### src/rtl/mem_port.sv
// Data-memory port: turns control-unit load/store requests into single SRAM strobes,
// aligns and extends load data, and signals completion with a one-cycle pulse.
module mem_port #(
    parameter int unsigned WAIT_STATES = 1,
    parameter logic [31:0] ADDR_LIMIT  = 32'h80000
) (
    input  logic        clk,
    input  logic        reset,
    input  logic [31:0] addr,
    input  logic [31:0] wdata,
    input  logic        mem_read,
    input  logic        mem_write,
    input  logic [3:0]  mem_size,
    input  logic        mem_addr_ready,
    output logic        mem_data_ready,
    output logic [31:0] rdata,
    output logic        rdata_en,
    output logic [29:0] sram_addr,
    output logic [3:0]  sram_be,
    output logic        sram_re,
    output logic        sram_we,
    output logic [31:0] sram_wdata,
    input  logic [31:0] sram_rdata
);

    typedef enum logic [1:0] {StIdle, StAccess, StWait, StDone} state_e;

    localparam logic [2:0] WaitLoad = 3'(WAIT_STATES - 1);

    state_e      state_q, state_d;
    logic [2:0]  cnt_q, cnt_d;
    logic [1:0]  lane_q;
    logic [3:0]  size_q;
    logic        is_read_q, oob_q;

    logic        accept, in_range, is_byte, is_half;
    logic [3:0]  lane_mask;
    logic [31:0] store_word;
    logic [7:0]  byte_v;
    logic [15:0] half_v;
    logic [31:0] load_v;

    logic        mem_data_ready_d, rdata_en_d, sram_re_d, sram_we_d;
    logic [31:0] rdata_d, sram_wdata_d;
    logic [29:0] sram_addr_d;
    logic [3:0]  sram_be_d;

    assign accept   = (state_q == StIdle) && mem_addr_ready && (mem_read || mem_write);
    assign in_range = addr < ADDR_LIMIT;
    assign is_byte  = mem_size[3] | mem_size[2];
    assign is_half  = mem_size[1] | mem_size[0];

    // State register
    always_ff @(posedge clk or posedge reset) begin
        if (reset) begin
            state_q <= StIdle;
            cnt_q   <= 3'd0;
        end else begin
            state_q <= state_d;
            cnt_q   <= cnt_d;
        end
    end

    // Next-state logic
    always_comb begin
        state_d = state_q;
        cnt_d   = cnt_q;
        unique case (state_q)
            StIdle: begin
                if (accept) state_d = StAccess;
            end
            StAccess: begin
                if (oob_q || WAIT_STATES == 0) begin
                    state_d = StDone;
                end else begin
                    state_d = StWait;
                    cnt_d   = WaitLoad;
                end
            end
            StWait: begin
                if (cnt_q == 3'd0) state_d = StDone;
                else               cnt_d = cnt_q - 3'd1;
            end
            StDone:  state_d = StIdle;
            default: state_d = StIdle;
        endcase
    end

    // Store lane selection and data replication
    always_comb begin
        if (is_byte) begin
            lane_mask  = 4'b0001 << addr[1:0];
            store_word = {4{wdata[7:0]}};
        end else if (is_half) begin
            lane_mask  = addr[1] ? 4'b1100 : 4'b0011;
            store_word = {2{wdata[15:0]}};
        end else begin
            lane_mask  = 4'b1111;
            store_word = wdata;
        end
    end

    // Load alignment and extension
    always_comb begin
        unique case (lane_q)
            2'd0: byte_v = sram_rdata[7:0];
            2'd1: byte_v = sram_rdata[15:8];
            2'd2: byte_v = sram_rdata[23:16];
            2'd3: byte_v = sram_rdata[31:24];
        endcase
        half_v = lane_q[1] ? sram_rdata[31:16] : sram_rdata[15:0];
        if (size_q[3])      load_v = {{24{byte_v[7]}}, byte_v};
        else if (size_q[2]) load_v = {24'h0, byte_v};
        else if (size_q[1]) load_v = {{16{half_v[15]}}, half_v};
        else if (size_q[0]) load_v = {16'h0, half_v};
        else                load_v = sram_rdata;
    end

    // Output next-values; outputs are registered so strobes line up with ACCESS and DONE
    always_comb begin
        sram_re_d        = accept && mem_read && in_range;
        sram_we_d        = accept && !mem_read && mem_write && in_range;
        sram_be_d        = (accept && in_range) ? lane_mask : 4'b0000;
        sram_addr_d      = (accept && in_range) ? addr[31:2] : sram_addr;
        sram_wdata_d     = (accept && !mem_read && mem_write) ? store_word : sram_wdata;
        mem_data_ready_d = (state_d == StDone) && (state_q != StDone);
        rdata_en_d       = mem_data_ready_d && is_read_q;
        rdata_d          = rdata;
        if (mem_data_ready_d && is_read_q) rdata_d = oob_q ? 32'h0 : load_v;
    end

    always_ff @(posedge clk or posedge reset) begin
        if (reset) begin
            lane_q         <= 2'd0;
            size_q         <= 4'd0;
            is_read_q      <= 1'b0;
            oob_q          <= 1'b0;
            mem_data_ready <= 1'b0;
            rdata_en       <= 1'b0;
            rdata          <= 32'h0;
            sram_addr      <= 30'h0;
            sram_be        <= 4'h0;
            sram_re        <= 1'b0;
            sram_we        <= 1'b0;
            sram_wdata     <= 32'h0;
        end else begin
            if (accept) begin
                lane_q    <= addr[1:0];
                size_q    <= mem_size;
                is_read_q <= mem_read;
                oob_q     <= !in_range;
            end
            mem_data_ready <= mem_data_ready_d;
            rdata_en       <= rdata_en_d;
            rdata          <= rdata_d;
            sram_addr      <= sram_addr_d;
            sram_be        <= sram_be_d;
            sram_re        <= sram_re_d;
            sram_we        <= sram_we_d;
            sram_wdata     <= sram_wdata_d;
        end
    end

endmodule

### config.mk
export PLATFORM = sky130hd
export DESIGN_NAME = mem_port
export DESIGN_NICKNAME = d
export VERILOG_FILES = /design/src/rtl/mem_port.sv
export SDC_FILE = /design/constraint.sdc
export NUM_CORES = 1
export LEC_CHECK = 0
export ABC_AREA = 0
export BUFFER_PORTS_ARGS = -buffer_cell sky130_fd_sc_hd__buf_2
export CORE_MARGIN = 3
export CORE_UTILIZATION = 53
export DETAILED_ROUTE_END_ITERATION = 8
export MAX_ROUTING_LAYER = met4
export PLACE_DENSITY = 0.95
export SLEW_MARGIN = 20
export SYNTH_ARGS = -nofsm -noshare
export SYNTH_HDL_FRONTEND = slang
export SYNTH_SLANG_ARGS = --single-unit
export TNS_END_PERCENT = 30
### constraint.sdc
create_clock -name clk -period 6 [get_ports clk]
set_input_delay 0.9 -clock clk [delete_from_list [all_inputs] [get_ports clk]]
set_output_delay 0.9 -clock clk [all_outputs]
set_load 0.02 [all_outputs]
Word level (Yosys, flattened, before mapping). Cells that the tools add are included.

Flip-flop bits (word level): 115. Output and inout port bits: 102. Logic and storage cells: 67. Input bits: 105.

Add/subtract/negate cells: 1. Reduce and logical (&&, ||, !) cells: 18. Order comparisons: 1. Shift operators: 1. Equality and inequality tests: 10. Mux-type cells: 20. Bitwise gates (word level): 2.

Operator list (count): two-way mux 32 bit (7); less-than comparator 32 x 20 -> 1 bit (second input constant) (1); case mux 8 bit (4 select lines) (1); two-way mux 16 bit (1); two-way mux 4 bit (4); == test 2 bit (second input constant) (5); logical AND 1 bit (10); case mux 2 bit (4 select lines) (1); two-way mux 3 bit (2); != test 2 bit (second input constant) (3); case mux 3 bit (2 select lines) (1); == test 2 x 1 -> 1 bit (second input constant) (2); zero test 2 bit (2); two-way mux 2 bit (2); left shift 1 x 2 -> 4 bit (first input constant) (1); zero test 3 bit (1); AND reduction 3 bit (1); subtractor 3 x 1 -> 3 bit (second input constant) (1); zero test 1 bit (2); OR 1 bit (2); nonzero test 2 bit (1); logical OR 1 bit (1); two-way mux 1 bit (1).

Depth between registers and ports, before layout. Gate-level depths: netlist of the first run.

Depth after elaboration: 8. Depth in mapped cells: 8. Mapped depth without buffers: 7.

Least setup slack after synthesis of the first run. OpenSTA, ideal clock, no wires.

Path kind: input to register. Start point: in addr[27]. End point: reg sram_addr[0]. Library setup time: 0.125 ns. Arrival time: 2.152 ns. Buffers on the path: 1. Required time: 5.875 ns. Path slack: 3.723 ns. Stages: 5. Cell sequence: nor4_1 > nand4_1 > nor2_2 > buf_2 > mux2_2.

Word-level cells in the longest chain between the ends: 2.

RTL lines: from (decl) (line 9) `input logic [31:0] addr,`; less-than comparator 32 x 20 -> 1 bit (line 49) `assign in_range = addr < ADDR_LIMIT;`; logical AND 1 bit (line 124) `sram_addr_d = (accept && in_range) ? addr[31:2] : sram_addr;`; to (signal assigned) (line 156) `sram_addr <= sram_addr_d;`; to (decl) (line 18) `output logic [29:0] sram_addr,`.

No other way between the ends. A chain may end at the register's enable or synchronous reset.

Worst setup path in the final report of the first run.
Start point: reg state_q[0]. End point: reg rdata[16].

Word-level cells in the longest chain between the ends: 8. Elaborated cells between the ends (all ways): 13. Those cells by class: eq/ne (5); mux (3); reduce/logical (5).

RTL lines: from (decl) (line 30) `state_e state_q, state_d;`; from (signal assigned) (line 56) `state_q <= StIdle;`; from (signal assigned) (line 59) `state_q <= state_d;`; zero test 2 bit (line 48, 68); logical AND 1 bit (2 in a row) (line 48) `assign accept = (state_q == StIdle) && mem_addr_ready && (mem_read || mem_write);`; two-way mux 2 bit (line 70) `if (accept) state_d = StAccess;`; case mux 2 bit (4 select lines) (line 68) `unique case (state_q)`; == test 2 bit (line 126) `mem_data_ready_d = (state_d == StDone) && (state_q != StDone);`; logical AND 1 bit * (line 126); logical AND 1 bit * (line 129) `if (mem_data_ready_d && is_read_q) rdata_d = oob_q ? 32'h0 : load_v;`; to (signal assigned) (line 155) `rdata <= rdata_d;`; to (decl) (line 16) `output logic [31:0] rdata,`.

Every way passes the cells marked *; elsewhere a longest branch is shown, timed or not.

==> metrics.yaml, run 1 <==
reg2reg_from: "state_q[0]$_DFF_PP0_"
path_class: "flop to flop"
numPortBuffers: 206
holdBufCountCts: 0
cts_buffer_depth: 2
rsz0062_at_grt: "no"
r2r_setup_slack_ns: 3.37
crit_fanout: 24
ios: 207
finalHoldViolCount: 0
relSlewSlack: 0.308
antenna_found_initial: 0
worstSetupEndpointType: "flop"
finalMaxSlewViolations: 0
die_w_um: 107
rows: 36
status: "finished, final reports clean"
synth_edf_count: 0
grt_pass1_vias: 4936
p_leak_nw: 3.80
syn_area_per_cell_um2: 11.7
clk-insertion-delay-late_ns: 0.51
start_kind: "flop"
p_sw_mw: 1.16
core_mm2: 0.00986
area_delta_synth_final_pct: 31.6
post-route-drc-count: 0
start_util: 0.550
reg2regPathDepth: 7
period_share: 0.438
power_frac_seq: 0.355
cts_tree: "yes"
power_density_mw_per_mm2: 441
p_comb_frac: 0.317
drt_iter0_markers: 255
grt-ovfl-total: 0
switching_share: 0.368
synth_seq_cells: 115
fin_area_mm2: 0.00714
fin_crit_ns: 2.63
yosysSeqAreaShare: 0.531
fin_nets: 776
grt_pass1_wl_um: 25000
post_cts_buffers: 0
finalSetupViolCount: 0
tightest_slew_ns: 1.03
tns_ns: 0
hpwl_um: 11000
synth.distinct_cells: 44
grt_max_degree: 68
hold_class: "primary input to asynchronous set/reset pin"
die_h_um: 107
synthFlopType: "dfrtp_1"
cts_made_buffers: 17
ir_worst_vdd_mv: 0.285
synthArstFlopShare: 1.00
finalClockSkew_ns: 0.00576
crit_arrival_ns: 3.07
syn_inst: 465
cts_root_buffer: "clkbuf_8"
wl_um: 15600
ant_nets: 0
diodes: 0
cap_violations: 0
p_int_mw: 1.99
ys_warn_count: 0
cts-htree-levels: 4
postPlaceCellArea_mm2: 0.00652
syn_area_mm2: 0.00542
critPathRequiredTime_ns: 6.44
cts_sinks: 115
wl_per_cell_um: 19.3
syn-num-nets: 577
grt_usage: 0.288
rr_endpoint: "rdata[16]$_DFFE_PP0P_"
drive_gt1_frac: 0.434
fmax_mhz: 381
vias: 4715
place_congestion: 0.910
dr.pass1.iters: 5
post_cts_resized: 0
viasPerCell: 5.82
p_clk_frac: 0.328
clk_pin_slew_ns: 0.06
design.die.area_mm2: 0.0115
## routing by layer
| metal | up-vias | part of all wire | global-route usage |
|---|---|---|---|
| li1 | 2098 | - | - |
| met1 | 2309 | 0.38 | 0.350 |
| met2 | 275 | 0.50 | 0.467 |
| met3 | 33 | 0.093 | 0.0680 |
| met4 | 0 | 0.023 | 0.116 |
| met5 | - | 0 | - |
## state kept, by name (all words and copies together) (netlist names)
name            count
size_q              4
cnt_q               3
oob_q               1
sram_wdata         32
sram_re             1
rdata_en            1
sram_addr          30
is_read_q           1
sram_be             4
rdata              32
state_q             2
lane_q              2
sram_we             1
mem_data_ready      1
## logic make-up after synthesis
kind of cell / after synthesis / synth area share
adder cells (fa/ha/maj): 7 / 0.0162
multiplexers: 68 / 0.140
buffers and inverters: 41 / 0.0344
flip-flops: 115 / 0.531
AO/OA/AOI/OAI: 150 / 0.200
AND/OR/NAND/NOR: 84 / 0.0782
## worst max path at each step
stage                     slack (ns)                 start                     to  depth (start not counted)
final                           3.37  state_q[0]$_DFF_PP0_  rdata[16]$_DFFE_PP0P_                          7
after global routing            3.19  state_q[0]$_DFF_PP0_  rdata[24]$_DFFE_PP0P_                          7
after CTS                       3.00  state_q[0]$_DFF_PP0_  rdata[17]$_DFFE_PP0P_                          7
after detailed placement        2.84        mem_addr_ready  rdata[30]$_DFFE_PP0P_                          6
after global placement          3.01             mem_write  rdata[10]$_DFFE_PP0P_                          6
after floorplan                 2.06                 reset   cnt_q[0]$_DFFE_PP0P_                          1
## cell type report
cell class | instances | area (um^2)
Inverter | 9 | 36.3
Multi-Input combinational cell | 309 | 2370
Fill cell | 661 | 2730
Tap cell | 133 | 166
Clock inverter | 12 | 155
Clock buffer | 20 | 455
Timing Repair Buffer | 212 | 1080
Sequential cell | 115 | 2880
## synthesized netlist by cell type (3+ instances only)
library cell | count | area share
a211oi_1 | 7 | 0.0097
a21oi_1 | 26 | 0.024
a22o_1 | 34 | 0.055
a22oi_1 | 18 | 0.025
buf_2 | 10 | 0.0092
clkbuf_1 | 16 | 0.011
dfrtp_1 | 115 | 0.53
ha_1 | 7 | 0.016
inv_1 | 9 | 0.0062
mux2_1 | 3 | 0.0062
mux2_2 | 36 | 0.075
mux2i_1 | 26 | 0.048
nand2_1 | 28 | 0.019
nand3_1 | 3 | 0.0028
nor2_1 | 12 | 0.0083
nor2b_1 | 28 | 0.032
nor3_1 | 3 | 0.0028
nor4_1 | 3 | 0.0035
o21ai_0 | 28 | 0.026
o21bai_1 | 24 | 0.033
## per-stage QoR
stage               total power, mW  worst slack (ns)  utilization  std cells  hold WS (ns)
finish                         3.14              3.37        0.723        810         0.470
detailed placement             2.09              2.84        0.661        778         0.469
global placement               2.04              3.01        0.661        778         0.458
floorplan                      1.78              2.06            -        465         0.465
global route                   3.30              3.19        0.723        810         0.505
CTS                            3.14              3.00        0.723        810         0.473
## layout by cell type, fill, tap and decap left out, drive strengths merged, types with 7 or more instances in the layout
cell type and n:
clkbuf 20, nand2 28, nor2 13, mux2 40, o21ai 30, o21bai 24, a22oi 18, a21oi 27
a211oi 7, nor2b 28, buf 212, a22o 34, ha 7, inv 9, dfrtp 115, mux2i 26
## critical path: stages, from the launching register on
cell and delay (ns):
dfrtp_1 0.45, inv_1 0.16, ha_1 0.22, o211ai_1 0.12, buf_4 0.21, a221oi_4 0.48, a21boi_4 0.68, a22o_1 0.24
## power by group through the flow
stage / Sequential (mW) / Combinational (mW) / Clock (mW)
final: 1.12 / 0.997 / 1.03
after global routing: 1.14 / 1.08 / 1.08
after CTS: 1.11 / 0.987 / 1.04
after detailed placement: 1.11 / 0.978 / 0
after global placement: 1.10 / 0.934 / 0
after floorplan: 1.16 / 0.620 / 0
Power figures use the tool's default switching activity.
==> run 2, diff against run 1 <==
--- a/config.mk
+++ b/config.mk
@@ -5,13 +5,13 @@
 export SDC_FILE = /design/constraint.sdc
 export NUM_CORES = 1
 export LEC_CHECK = 0
-export ABC_AREA = 0
+export ABC_AREA = 1
 export BUFFER_PORTS_ARGS = -buffer_cell sky130_fd_sc_hd__buf_2
 export CORE_MARGIN = 3
-export CORE_UTILIZATION = 53
+export CORE_UTILIZATION = 50
 export DETAILED_ROUTE_END_ITERATION = 8
 export MAX_ROUTING_LAYER = met4
-export PLACE_DENSITY = 0.95
+export PLACE_DENSITY = 0.9
 export SLEW_MARGIN = 20
 export SYNTH_ARGS = -nofsm -noshare
 export SYNTH_HDL_FRONTEND = slang
==> constraint.sdc (replaced) <==
create_clock -name clk -period 2.65 [get_ports clk]
set_input_delay 0.3975 -clock clk [delete_from_list [all_inputs] [get_ports clk]]
set_output_delay 0.3975 -clock clk [all_outputs]
set_load 0.02 [all_outputs]
==> metrics.yaml, run 2 <==
syn_area_per_cell_um2: 7.44
drive_gt1_frac: 0.269
ys_warn_count: 0
cts_tree: "yes"
fmax_mhz: 451
synth_largest_area_cell: "dfrtp_1"
rr_endpoint: "rdata[9]$_DFFE_PP0P_"
place_congestion: 0.959
hpwl_um: 11900
hold_class: "primary input to asynchronous set/reset pin"
die_w_um: 112
cts-htree-levels: 4
most-common-layout-cells: "312 x nand2_1, 206 x buf_2, 115 x dfrtp_1"
power_density_mw_per_mm2: 993
reg2reg_from: "state_q[0]$_DFF_PP0_"
cts_root_buffer: "clkbuf_16"
fin_crit_ns: 2.22
clk-insertion-delay-late_ns: 0.41
die_h_um: 112
core_mm2: 0.0109
final_cells: 1111
grt_pass1_vias: 5341
fin_nets: 1069
startpoint: "state_q[0]$_DFF_PP0_"
wl_per_cell_um: 14.9
synth.distinct_cells: 21
clk_pin_slew_ns: 0.06
synth_most_common_cell: "nand2_1"
drt_iter0_markers: 537
top_regs: "rdata (32), sram_wdata (32), sram_addr (30)"
ant_nets: 0
synth_top_area_share: 0.510
design.die.area_mm2: 0.0126
holdBufCountCts: 0
slowest_delay_ns: 0.42
finalHoldViolCount: 0
grt-ovfl-total: 0
finalSetupViolCount: 0
reg2regPathDepth: 12
synth_seq_cells: 115
vias: 5781
viasPerCell: 5.20
tns_ns: 0
mostFrequentLayoutCell: "nand2_1"
area_delta_synth_final_pct: 30.5
dr.pass1.iters: 5
start_util: 0.516
critPathCapture: "rdata[9]$_DFFE_PP0P_"
cts_made_buffers: 17
wl_um: 16500
synth_edf_count: 0
start_kind: "flop"
synthFlopType: "dfrtp_1"
rsz0062_at_grt: "no"
cts_buffer_depth: 2
path_cells: "inv_1 > ha_1 > nand2_1 > inv_1 > nand2_1 > nand2_1 > nand3_2 > inv_2 > nand2_2 > buf_4 > nand2_1 > nand2_1"
post-route-drc-count: 0
grt_usage: 0.270
finalClockSkew_ns: 0.0117
status: "finished, final reports clean"
synthArstFlopShare: 1.00
cap_violations: 0
grt_pass1_wl_um: 26300
crit_fanout: 24
critPathRequiredTime_ns: 2.99
worstSetupEndpointType: "flop"
ys_top_cells_by_area: "dfrtp_1 51%, nand2_1 21%, nor2_1 4.7%"
antenna_found_initial: 1
synthTopCellsByCount: "312 x nand2_1, 115 x dfrtp_1, 70 x nor2_1, 69 x inv_1, 41 x o21ai_0"
multi_input_area_mm2: 0.00232
regArea_mm2: 0.00288
period_share: 0.836
p_leak_nw: 4.41
yosysSeqAreaShare: 0.510
numPortBuffers: 206
crit_arrival_ns: 2.55
r2r_setup_slack_ns: 0.43
cts_sinks: 115
finalMaxSlewViolations: 0
dp_cells: 1078
tightest_slew_ns: 0.756
post_cts_resized: 0
final.fill_count: 930
ir_worst_vdd_mv: 0.601
path_common_cell: "nand2_1"
post_cts_buffers: 0
syn-num-nets: 870
grt_max_degree: 116
path_class: "flop to flop"
syn_area_mm2: 0.00564
ios: 207
relSlewSlack: 0.493
rows: 38
cp_slowest_cell: "dfrtp_1"
syn_inst: 758
-- run 2: routing by layer --
layer | routed length [um] | track usage | up-vias
met4 | 406 | 0.0986 | 0
li1 | - | - | 2778
met2 | 7860 | 0.424 | 302
met1 | 6520 | 0.330 | 2664
met5 | 0 | - | -
met3 | 1750 | 0.0852 | 37
-- run 2: power by group --
group | switching (mW) | internal [mW]
logic | 1.86 | 0.839
clock network | 0.851 | 1.42
registers | 0.246 | 2.10
total | 2.95 | 4.36
-- run 2: critical path: cells and delay by family (launching register included) --
family                   cells  cell delay (ns)
adder cells (fa/ha/maj)      1             0.20
buffers and inverters        4             0.51
AND/OR/NAND/NOR              7             1.00
flip-flops                   1             0.42
-- run 2: worst min path at each step --
stage | from | to | slack, ns | cells past startpoint
2_1_floorplan | cnt_q[0]$_DFFE_PP0P_ | cnt_q[0]$_DFFE_PP0P_ | 0.46 | 1
3_3_place_gp | sram_addr[28]$_DFFE_PP0P_ | sram_addr[28]$_DFFE_PP0P_ | 0.44 | 2
3_5_place_dp | sram_addr[28]$_DFFE_PP0P_ | sram_addr[28]$_DFFE_PP0P_ | 0.45 | 2
4_1_cts | addr[9] | sram_addr[7]$_DFFE_PP0P_ | 0.17 | 3
5_1_grt | addr[6] | sram_addr[4]$_DFFE_PP0P_ | 0.18 | 3
6_report | reset | rdata[28]$_DFFE_PP0P_ | 0.14 | 3
-- run 2: area by class of cell --
type	count	area share
multi-input cells	534	0.315
repair buffers	214	0.150
well taps	140	0.0238
clock inverters	14	0.0207
diodes	1	0.000340
inverters	75	0.0388
clock buffers	18	0.0597
flip-flops and latches	115	0.391
-- run 2: metrics by stage --
step,area (um^2),util,hold WS (ns),power (mW),setup slack [ns]
2_1_floorplan,5640,-,0.458,4.27,0.853
6_report,7360,0.673,0.141,7.31,0.434
4_1_cts,7350,0.673,0.173,7.33,0.444
3_3_place_gp,6760,0.618,0.445,4.96,0.614
3_5_place_dp,6760,0.618,0.448,5.03,0.519
5_1_grt,7360,0.673,0.180,7.79,0.224
-- run 2: cells by family (layout without fill, tap and decap cells) --
logic type | count (synthesis) | in the layout | synth area share
other | 0 | 1 | 0
adders and majority gates | 7 | 7 | 0.0155
and+or+nand+nor | 440 | 440 | 0.316
DFF | 115 | 115 | 0.510
AOI/OAI and AO/OA | 87 | 87 | 0.0799
buffers and inverters | 109 | 321 | 0.0779
